--- src/rtl/dvi_pkg.sv ---
// dvi_pkg: TMDS control codes, disparity width and popcount helper
package dvi_pkg;
    localparam int DISP_W = 5;
    localparam logic [9:0] CTRL_00 = 10'h354;
    localparam logic [9:0] CTRL_01 = 10'h0AB;
    localparam logic [9:0] CTRL_10 = 10'h154;
    localparam logic [9:0] CTRL_11 = 10'h2AB;
    function automatic logic [3:0] popcount(input logic [7:0] d);
        logic [3:0] n;
        n = '0;
        for (int i = 0; i < 8; i++) n = n + {3'b000, d[i]};
        return n;
    endfunction
endpackage

--- src/rtl/dvi_encoder_tmds_channel.sv ---
// tmds_channel: two-stage TMDS 8b/10b encoder with running-disparity balancing
module tmds_channel
    import dvi_pkg::*;
(
    input  logic       PCK,
    input  logic       RST,
    input  logic [7:0] D,
    input  logic       DE,
    input  logic [1:0] C,
    output logic [9:0] Q
);
    logic [3:0] n1;
    logic xnor_sel;
    logic [8:0] qm_d, qm_q;
    logic de_q;
    logic [1:0] c_q;
    logic [9:0] q_d, q_q;
    logic signed [DISP_W-1:0] cnt_d, cnt_q, bal;
    logic cnt_pos, cnt_neg, bal_pos, bal_neg;

    // Stage 1: build the transition-minimised 9-bit word
    always_comb begin
        n1 = popcount(D);
        xnor_sel = (n1 > 4'd4) || (n1 == 4'd4 && !D[0]);
        qm_d[0] = D[0];
        for (int i = 1; i < 8; i++) qm_d[i] = xnor_sel ? ~(qm_d[i-1] ^ D[i]) : (qm_d[i-1] ^ D[i]);
        qm_d[8] = ~xnor_sel;
    end

    // Stage 1 register: q_m with DE and control delayed alongside
    always_ff @(posedge PCK) begin
        if (RST) begin
            qm_q <= '0;
            de_q <= 1'b0;
            c_q  <= 2'b00;
        end else begin
            qm_q <= qm_d;
            de_q <= DE;
            c_q  <= C;
        end
    end

    // Stage 2: choose inversion from running disparity, or emit a control code in blanking
    always_comb begin
        bal = $signed({popcount(qm_q[7:0]), 1'b0}) - 5'sd8;
        cnt_pos = !cnt_q[DISP_W-1] && (cnt_q != '0);
        cnt_neg = cnt_q[DISP_W-1];
        bal_pos = !bal[DISP_W-1] && (bal != '0);
        bal_neg = bal[DISP_W-1];
        q_d = CTRL_00;
        cnt_d = '0;
        if (!de_q) begin
            q_d = c_q == 2'b00 ? CTRL_00 : c_q == 2'b01 ? CTRL_01 : c_q == 2'b10 ? CTRL_10 : CTRL_11;
        end else if (cnt_q == '0 || bal == '0) begin
            q_d = {~qm_q[8], qm_q[8], qm_q[8] ? qm_q[7:0] : ~qm_q[7:0]};
            cnt_d = qm_q[8] ? cnt_q + bal : cnt_q - bal;
        end else if ((cnt_pos && bal_pos) || (cnt_neg && bal_neg)) begin
            q_d = {1'b1, qm_q[8], ~qm_q[7:0]};
            cnt_d = cnt_q - bal + $signed({3'b000, qm_q[8], 1'b0});
        end else begin
            q_d = {1'b0, qm_q[8], qm_q[7:0]};
            cnt_d = cnt_q + bal - $signed({3'b000, ~qm_q[8], 1'b0});
        end
    end

    // Stage 2 register: output character and running disparity
    always_ff @(posedge PCK) begin
        if (RST) begin
            q_q   <= CTRL_00;
            cnt_q <= '0;
        end else begin
            q_q   <= q_d;
            cnt_q <= cnt_d;
        end
    end

    assign Q = q_q;
endmodule

--- src/rtl/dvi_encoder.sv ---
// dvi_encoder: three TMDS channels for DVI; DVI_SYNC_INVERT_EN inverts HS/VS before CH0 control
module dvi_encoder (
    input  logic       PCK,
    input  logic       RST,
    input  logic [7:0] VGA_R,
    input  logic [7:0] VGA_G,
    input  logic [7:0] VGA_B,
    input  logic       VGA_HS,
    input  logic       VGA_VS,
    input  logic       VGA_DE,
    output logic [9:0] TMDS_CH0,
    output logic [9:0] TMDS_CH1,
    output logic [9:0] TMDS_CH2
);
    logic [1:0] sync;
`ifdef DVI_SYNC_INVERT_EN
    assign sync = ~{VGA_VS, VGA_HS};
`else
    assign sync = {VGA_VS, VGA_HS};
`endif
    tmds_channel u_ch0 (.PCK(PCK), .RST(RST), .D(VGA_B), .DE(VGA_DE), .C(sync), .Q(TMDS_CH0));
    tmds_channel u_ch1 (.PCK(PCK), .RST(RST), .D(VGA_G), .DE(VGA_DE), .C(2'b00), .Q(TMDS_CH1));
    tmds_channel u_ch2 (.PCK(PCK), .RST(RST), .D(VGA_R), .DE(VGA_DE), .C(2'b00), .Q(TMDS_CH2));
endmodule

--- config.mk ---
export PLATFORM = sky130hd
export DESIGN_NAME = dvi_encoder
export DESIGN_NICKNAME = d
export VERILOG_FILES = /design/src/rtl/dvi_pkg.sv /design/src/rtl/dvi_encoder_tmds_channel.sv /design/src/rtl/dvi_encoder.sv
export SDC_FILE = /design/constraint.sdc
export NUM_CORES = 1
export LEC_CHECK = 0
export ABC_AREA = 1
export CAP_MARGIN = 20
export CORE_ASPECT_RATIO = 0.9
export CORE_MARGIN = 1.5
export CORE_UTILIZATION = 58
export CTS_CLUSTER_SIZE = 25
export DETAILED_ROUTE_END_ITERATION = 6
export GPL_TIMING_DRIVEN = 0
export HOLD_SLACK_MARGIN = 0.1
export PLACE_DENSITY = 0.82
export SETUP_SLACK_MARGIN = 0.5
export SYNTH_ARGS = -nofsm -noshare
export SYNTH_HDL_FRONTEND = slang
export SYNTH_SLANG_ARGS = --single-unit
export TNS_END_PERCENT = 100
--- constraint.sdc ---
create_clock -name PCK -period 5.3 [get_ports PCK]
set_input_delay 1.59 -clock PCK [delete_from_list [all_inputs] [get_ports PCK]]
set_output_delay 1.59 -clock PCK [all_outputs]
set_load 0.05 [all_outputs]
Yosys cells after proc, flatten, opt, wreduce, memory -nomap -nowiden
Cells that the tools add are included.
{"block": "totals", "n_memories": 0, "ram_bits": 0, "out_inout_bits": 30, "rom_bits": 0, "word_cells": 218, "register_bits": 75, "latch_bits": 0, "in_bits": 29}
{"block": "op_classes", "add_sub_neg": 57, "reduce_logical": 47, "mul": 0, "bitwise_logic": 52, "order_cmp": 3, "mux": 43, "shift": 0, "div": 0, "eq_ne": 5}
{"operator": "adder 4 x 1 -> 4 bit", "count": 36}
{"operator": "two-way mux 10 bit", "count": 10}
{"operator": "two-way mux 5 bit", "count": 9}
{"operator": "logical NOT 5 bit", "count": 6}
{"operator": "nonzero test 5 bit", "count": 6}
{"operator": "inverter 1 bit", "count": 28}
{"operator": "two-way mux 8 bit", "count": 3}
{"operator": "inverter 8 bit", "count": 3}
{"operator": "two-way mux 1 bit", "count": 21}
{"operator": "bitwise XOR 1 bit", "count": 21}
{"operator": "adder 5 x 3 -> 5 bit", "count": 3}
{"operator": "adder 5 bit", "count": 3}
{"operator": "logical AND 1 bit", "count": 15}
{"operator": "subtractor 5 x 3 -> 5 bit", "count": 3}
{"operator": "subtractor 5 bit", "count": 3}
{"operator": "subtractor 5 bit, second input constant", "count": 3}
{"operator": "adder 1 x 1 -> 2 bit", "count": 6}
{"operator": "equality test 4 x 3 -> 1 bit, second input constant", "count": 3}
{"operator": "greater-than comparator 4 x 3 -> 1 bit, second input constant", "count": 3}
{"operator": "logical NOT 1 bit", "count": 9}
{"operator": "logical OR 1 bit", "count": 9}
{"operator": "equality test 2 x 1 -> 1 bit, second input constant", "count": 1}
{"operator": "equality test 2 bit, second input constant", "count": 1}
{"operator": "logical NOT 2 bit", "count": 1}
{"operator": "OR reduction 2 bit", "count": 1}

Logic depth before layout (Yosys ltp)
Gate-level depths: netlist (run 1).
{"block": "logic_depth", "ltp_word": 29, "depth_mapped": 20, "mapped_depth_nobuf": 20}

Hierarchy
From an unflattened synthesis (run 1), not the netlist that was laid out.
{"block": "hier_totals", "hier_cells": 799, "hier_area_um2": 6065.8}
{"mod": "tmds_channel (u_ch0)", "seq_area_each_um2": 520.5, "cells_per_inst": 265, "area_per_inst_um2": 2064.5, "n_inst": 1}
{"mod": "tmds_channel (u_ch2)", "seq_area_each_um2": 520.5, "cells_per_inst": 265, "area_per_inst_um2": 2014.4, "n_inst": 1}
{"mod": "tmds_channel (u_ch1)", "seq_area_each_um2": 520.5, "cells_per_inst": 268, "area_per_inst_um2": 1983.2, "n_inst": 1}
{"mod": "dvi_encoder", "seq_area_each_um2": 0.0, "cells_per_inst": 1, "area_per_inst_um2": 3.8, "n_inst": 1}

Worst setup path after synthesis (run 1)
OpenSTA, ideal clock, no wires.
{"block": "synth_timing", "path_kind": "input -> register", "from": "in VGA_G[0]", "to": "reg u_ch1.qm_q[6]", "setup_time_ns": 0.113, "stages": 17, "setup_slack_ns": 0.631, "arrival_ns": 4.556, "required_time_ns": 5.187, "path_buffers": 0, "path_cell_list": "ha_1 > inv_1 > fa_1 > fa_1 > inv_1 > fa_1 > fa_1 > nor2_1 > nand2_1 > nand2_1 > nand2_1 > inv_1 > nand3_1 > nand3_1 > nand2_1 > nor2_1 > nor2_1"}
{"block": "synth_via", "elab_chain_len": 26, "word_cells_on_any_way": 30, "cone_classes": "add/sub (7); order compare (1); eq/ne (1); mux (6); bitwise (12); reduce/logical (3)"}
{"element": "start: declaration", "line_no": "dvi_encoder.sv:6", "rtl": "input logic [7:0] VGA_G,"}
{"element": "parallel branches: the longest is 25 deep, another holds adder 4 x 1 -> 4 bit"}
{"element": "two-way mux 1 bit (*)", "line_no": "dvi_encoder_tmds_channel.sv:26", "rtl": "for (int i = 1; i < 8; i++) qm_d[i] = xnor_sel ? ~(qm_d[i-1] ^ D[i]) : (qm_d[i-1] ^ D[i]);"}
{"element": "end signal: assignment", "line_no": "dvi_encoder_tmds_channel.sv:37", "rtl": "qm_q <= qm_d;"}
{"element": "end: declaration", "line_no": "dvi_encoder_tmds_channel.sv:14", "rtl": "logic [8:0] qm_d, qm_q;"}
Mark *: on every way between the ends.
A chain may end at the register's enable or synchronous reset.

Worst setup path in the final report (run 1)
{"block": "layout_timing", "from": "in VGA_G[0]", "to": "reg u_ch1.qm_q[7]"}
{"block": "layout_via", "elab_chain_len": 29, "word_cells_on_any_way": 33, "cone_classes": "add/sub (7); order compare (1); eq/ne (1); mux (7); bitwise (14); reduce/logical (3)"}
{"element": "parallel branches: the longest is 28 deep, another holds adder 4 x 1 -> 4 bit"}
{"element": "two-way mux 1 bit (*)", "line_no": "dvi_encoder_tmds_channel.sv:26"}
Marks and branches as above.

==> qor.yml, run 1 <==
synthXorXnorAreaFrac_pct: 2.70
via_count: 4836
setup_viol: 0
gp_congestion: 0.943
hold_viol_final: 0
route.met3.wl_um: 440
dr.pass1.iters: 5
placed_cell_area_um2: 6240
cp-start-kind: "input port"
syn_area_um2: 5510
synthCells: 738
utilization_pct: 72.2
grt_pass1_vias: 4559
via_per_inst: 5.15
fin_setup_tns_ns: 0
drc: 0
worstMarginPinSlew_ns: 0.592
drt-total-wl_um: 12000
grt_pass1_wl_um: 19800
stdcell_count: 939
core_um2: 9170
fillCellCount: 689
hp-start: "u_ch2.qm_q[7]"
ys_seq_area_share_pct: 26.2
ys_types: 32
antenna_found_initial: 0
powerDensity_nw_per_um2: 630
io_pins: 59
dieArea_um2: 10100
rsz0062_at_grt: "true"
cts.sinks: 72
synthAdderAreaFrac_pct: 25.9
regArea_um2: 1440
met1_length_um: 5270
routedWlPerCell_um: 12.8
worstSetupStartpoint: "VGA_G[0]"
met2_length_um: 6000
layout_commonest_cell: "nand2_1"
nets: 937
finalCriticalPeriod_ns: 4.66
drive_above_1_share_pct: 9.91
synthMuxAreaShare_pct: 0
skew_ns: 0.00838
max_freq_mhz: 215
max-slew-margin-rel_pct: 60.5
timing.rr.start: "u_ch2.qm_q[1]"
synth-seq-cells: 72
synth-simple-area-share_pct: 26.5
place_hpwl_um: 9580
cts_made_buffers: 9
n_antenna_cell: 0
final_area_um2: 6620
drt_iter0_drc: 319
grt-ovfl-total: 0
clkLatencyLatePin_ns: 0.35
hp-class: "reg2reg"
avgSynthCellArea_um2: 7.46
cts_tree: "built"
worstSetupPathType: "in2reg"
p_leak_uw: 0.00340
multi_input_comb_area_um2: 3560
cts_hold_buf: 0
syn-num-nets: 863
root_buffer: "clkbuf_8"
drv_cap: 0
required_ns: 5.59
status: "completed"
hold_ws_ns: 0.487
row_count: 33
ant_nets: 0
portBuffers: 58
gr-usage-all-layers_pct: 24.4
start_util_pct: 60.1
grt_max_degree: 14
area_delta_synth_final_pct: 20.1
slew_viol_final: 0
yosysWarningCount: 0
clock_path_buffers: 2
htree_levels: 3
max-vdd-ir-drop_uv: 276
clk_pin_slew_ns: 0.08
die_h_um: 95.5
routed.top_layer: "met4"
cp_max_fo: 6
placed_cells: 918
worstPathArrival_ns: 4.95
period_share_pct: 87.9
end_kind: "flop"
synth_top_family_by_area: "simple AND/OR/NAND/NOR gates"
synth-compound-area-share_pct: 7.68
die_w_um: 106
layout_common_cells: "147 x nand2_1, 137 x inv_1, 72 x dfxtp_1"
rrSetupSlack_ns: 0.95
-- cells by family after synthesis --
group,Yosys count
AO/OA/AOI/OAI,77
XOR/XNOR,17
adder cells (fa/ha/maj),96
buffers and inverters,154
flip-flops,72
AND/OR/NAND/NOR,322
-- final timing paths --
kind                            cells past startpoint        endpoint
worst min register to register                      2      u_ch2.Q[7]
worst min-delay path                                2      u_ch2.Q[7]
worst max-delay path                               19   u_ch1.qm_q[7]
worst max register to register                     17  u_ch2.cnt_q[4]
-- state kept, by name, indices dropped and copies added (netlist names) --
name         count
u_ch1.de_q       1
u_ch1.cnt_q      4
u_ch2.qm_q       9
u_ch0.qm_q       9
u_ch0.cnt_q      4
u_ch2.Q         10
u_ch0.Q         10
u_ch1.Q         10
u_ch0.c_q        2
u_ch1.qm_q       9
u_ch2.cnt_q      4
-- metrics by stage --
step,worst slack (ns),power (µW)
CTS,0.502,4120
floorplan,0.631,2940
global route,0.432,4580
finish,0.641,4170
global placement,-0.0617,3400
detailed placement,-0.153,3590
-- routing by layer --
| layer | GRT usage (%) | up-vias |
|---|---|---|
| li1 | - | 2447 |
| met1 | 29.5 | 2232 |
| met2 | 44.8 | 131 |
| met3 | 2.39 | 26 |
| met4 | 10.5 | 0 |
| met5 | 0 | - |
-- synthesized netlist by cell type --
cell      number  area share [%]
nand2_1      154              10
inv_1        139             9.5
dfxtp_1       72              26
ha_1          66              15
nor2_1        65             4.4
nand3_1       63             5.7
a21oi_1       40             3.6
fa_1          30              11
o21ai_0       29             2.6
xor2_1        16             2.5
nand3b_1       7            0.95
nor2_2         7            0.79
nand2_4        6             1.2
clkbuf_1       4            0.27
nand3_2        4            0.73
a22oi_1        3            0.41
inv_2          3            0.20
inv_4          3            0.34
nand2_2        3            0.34
nand4_1        3            0.34
nor3_1         3            0.27
or2_2          3            0.34
a21oi_4        2            0.59
buf_1          2            0.14
nor2_4         2            0.41
nor3b_2        2            0.45
o31ai_1        2            0.27
buf_6          1            0.20
buf_8          1            0.27
inv_6          1            0.16
o211ai_1       1            0.14
xnor2_1        1            0.16
-- worst max-delay path, stage by stage --
cell and delay (ns):
clkdlybuf4s15_1 0.24, ha_4 0.31, inv_1 0.05, fa_1 0.50
fa_1 0.49, inv_1 0.05, fa_2 0.35, fa_1 0.43
nor2_1 0.11, nand2_1 0.06, nand2_2 0.10, nand2_4 0.08
nand2_2 0.07, nand3_1 0.10, nand2_2 0.11, nand2_1 0.07
nand3_1 0.08, nand2_1 0.06, nor2_1 0.09
-- cell type report --
cell class | count | share of cell area [%]
Clock buffer | 10 | 1.93
Inverter | 146 | 8.47
Clock inverter | 6 | 1.40
Buffer | 8 | 0.738
Tap cell | 122 | 2.31
Sequential cell | 72 | 21.8
Timing Repair Buffer | 63 | 9.51
Multi-Input combinational cell | 512 | 53.8
-- repair_timing --
action / 4_1_cts / 5_1_grt
hold endpoints to repair: 0 / 0
resized for setup: 14 / 18
endpoints found under the setup margin: 8 / 8
pin swaps: 4 / 8
buffers inserted: 3 / 2
-- power breakdown --
part	total, µW	leakage [µW]	switching, µW	internal, µW
registers	718	0.000594	72.0	646
clock network	475	0.000103	208	267
logic	2980	0.00270	1870	1100
total	4170	0.00340	2150	2020
(Power assumes the default switching activity.)
==> run 2: changes to the inputs <==
GPL_TIMING_DRIVEN = default   (was 0)
==> run 2 against run 1 <==
Critical path depth is 2 lower. First-iteration DRC count is 34% lower. Routed wire length fell by 2.9%. Clock skew grew 0.0019 ns. Critical endpoint is now u_ch0.qm_q[6]. Highest routed layer unchanged.
==> qor.yml, run 2 (synthesis results as in run 1) <==
layout_commonest_cell: "nand2_1"
drc: 0  # unchanged
rsz0062_at_grt: "false"
worst_slack_ns: 0.735  # +0.0938 ns
hold_viol_final: 0  # unchanged
skew_ns: 0.0103  # +0.00188 ns
routedWlPerCell_um: 12.5  # -2.3%
max-slew-margin-rel_pct: 64.0  # +3.5 points
fin_total_pwr_uw: 4100  # -1.7%
hold_ws_ns: 0.482  # -0.00550 ns
ant_nets: 0  # unchanged
worstMarginPinSlew_ns: 0.536  # -0.0561 ns
io_pins: 59  # unchanged
dieArea_um2: 10100  # unchanged
crit_slowest_cell: "fa_1"
cp_max_fo: 6  # unchanged
max_freq_mhz: 219  # +2.1%
p_sw_share_pct: 51.2  # -0.39 points
hp-class: "reg2reg"
clk_pin_slew_ns: 0.07  # about the same
cts_tree: "built"
min_path_cells: 2  # unchanged
setup_viol: 0  # unchanged
finalCriticalPeriod_ns: 4.57  # -0.0938 ns
nets: 931  # -0.64%
worstPathArrival_ns: 4.80  # -0.15 ns
powerDensity_nw_per_um2: 623  # -1.2%
gr-usage-all-layers_pct: 24.0  # -0.39 points
area_delta_synth_final_pct: 19.4
clkPwrFrac_pct: 11.8  # +0.4 points
grt_max_degree: 31  # +17
slew_viol_final: 0  # unchanged
status: "completed"
cts.sinks: 72  # unchanged
dr.pass1.iters: 6  # +1
core_um2: 9170  # unchanged
period_share_pct: 86.1  # -1.8 points
start_util_pct: 60.1  # unchanged
grt_pass1_vias: 4656  # +2.1%
root_buffer: "clkbuf_8"
drt-total-wl_um: 11700  # -2.9%
reg2reg_depth: 17  # unchanged
combPwrFrac_pct: 70.7  # -0.7 points
gp_congestion: 0.853  # -9.5%
antenna_found_initial: 0  # unchanged
row_count: 33  # unchanged
htree_levels: 3  # unchanged
end_kind: "flop"
grt_pass1_wl_um: 19600  # -0.87%
utilization_pct: 71.8  # -0.40 points
p_switching_uw: 2100  # -2.4%
via_per_inst: 5.09  # -1.1%
cts_made_buffers: 9  # unchanged
required_ns: 5.53  # -0.06 ns
clock_path_buffers: 2  # unchanged
path_cells: "clkdlybuf4s50_1 > inv_1 > fa_1 > fa_1 > inv_1 > fa_2 > fa_1 > nor2_1 > nand2_1 > nand2_1 > nand2_2 > inv_2 > nand3_2 > nand3_2 > nand3_1 > nand2_1 > nor2_1"
p_leak_uw: 0.00339  # about the same
layout_common_cells: "148 x nand2_1, 137 x inv_1, 72 x dfxtp_1"
n_antenna_cell: 0  # unchanged
drt_iter0_drc: 210  # -34%
dp_worst_setup_slack_ns: -0.0498  # +0.103 ns
drv_cap: 0  # unchanged
drive_above_1_share_pct: 10.2  # +0.32 points
worstSetupPathType: "in2reg"
p_int_uw: 2000  # -0.91%
portBuffers: 58  # unchanged
die_w_um: 106  # unchanged
p_seq_share_pct: 17.6  # +0.4 points
max-vdd-ir-drop_uv: 274  # -0.91%
cp-start-kind: "input port"
die_h_um: 95.5  # unchanged
cts_hold_buf: 0  # unchanged
place_hpwl_um: 9330  # -2.6%
cpPeakStageDelay_ns: 0.49  # about the same
grt-ovfl-total: 0  # unchanged
clkLatencyLatePin_ns: 0.34  # about the same
via_count: 4750  # -1.8%
-- run 2: cell types whose count changed in the layout (fill, tap and decap cells not counted), sizes merged --
cell,change
buf,-2
clkbuf,-2
clkdlybuf4s15,-1
clkdlybuf4s50,-1
dlygate4sd2,-1
dlymetal6s2s,+1
-- run 2: critical path: cells and delay by family --
family                   cells  cell delay, ns
adder cells (fa/ha/maj)      4            1.75
buffers and inverters        4            0.69
AND/OR/NAND/NOR              9            0.75
-- run 2: worst paths after layout --
path	startpoint	to	slack, ns
worst max register to register	u_ch2.qm_q[0]	u_ch2.cnt_q[4]	0.86
worst min-delay path	u_ch2.qm_q[7]	u_ch2.Q[7]	0.48
worst min register to register	u_ch2.qm_q[7]	u_ch2.Q[7]	0.48
worst max-delay path	VGA_B[2]	u_ch0.qm_q[6]	0.73
-- run 2: metrics by stage --
| step | instances | area, µm² | TNS (ns) |
|---|---|---|---|
| 5_1_grt | 933 | 6580 | 0 |
| 6_report | 933 | 6580 | 0 |
| 4_1_cts | 932 | 6490 | 0 |
| 2_1_floorplan | 738 | 5510 | 0 |
| 3_5_place_dp | 915 | 6230 | -0.164 |
| 3_3_place_gp | 915 | 6230 | 0 |
-- run 2: routing by layer --
metal	share of wire, %	track usage, %	wire length (µm)	up-vias
li1	-	-	-	2437
met1	45	29.1	5270	2170
met2	48	43.0	5630	120
met3	4.5	4.44	526	23
met4	2.0	8.90	238	0
met5	0	0	0	-
-- run 2: layout make-up --
type	count	area, µm²
fill	732	2590
timing repair buffer	65	638
inverter	146	561
clock inverter	6	92.6
multi-input combinational	512	3570
clock buffer	10	128
sequential	72	1440
tap	122	153
-- run 2: power groups by stage --
| stage | combinational (µW) | clock, µW | sequential (µW) |
|---|---|---|---|
| floorplan | 2110 | 0 | 833 |
| global route | 3290 | 511 | 732 |
| finish | 2900 | 482 | 720 |
| CTS | 2860 | 489 | 719 |
| global placement | 2680 | 0 | 726 |
| detailed placement | 2830 | 0 | 731 |
-- run 2: timing repair --
item                                   in CTS  in global routing
endpoints found under the hold margin       0                  0
setup endpoints to repair                   5                 11
buffers inserted                            1                  1
resized for setup                          10                 26
pin swaps                                   1                 12
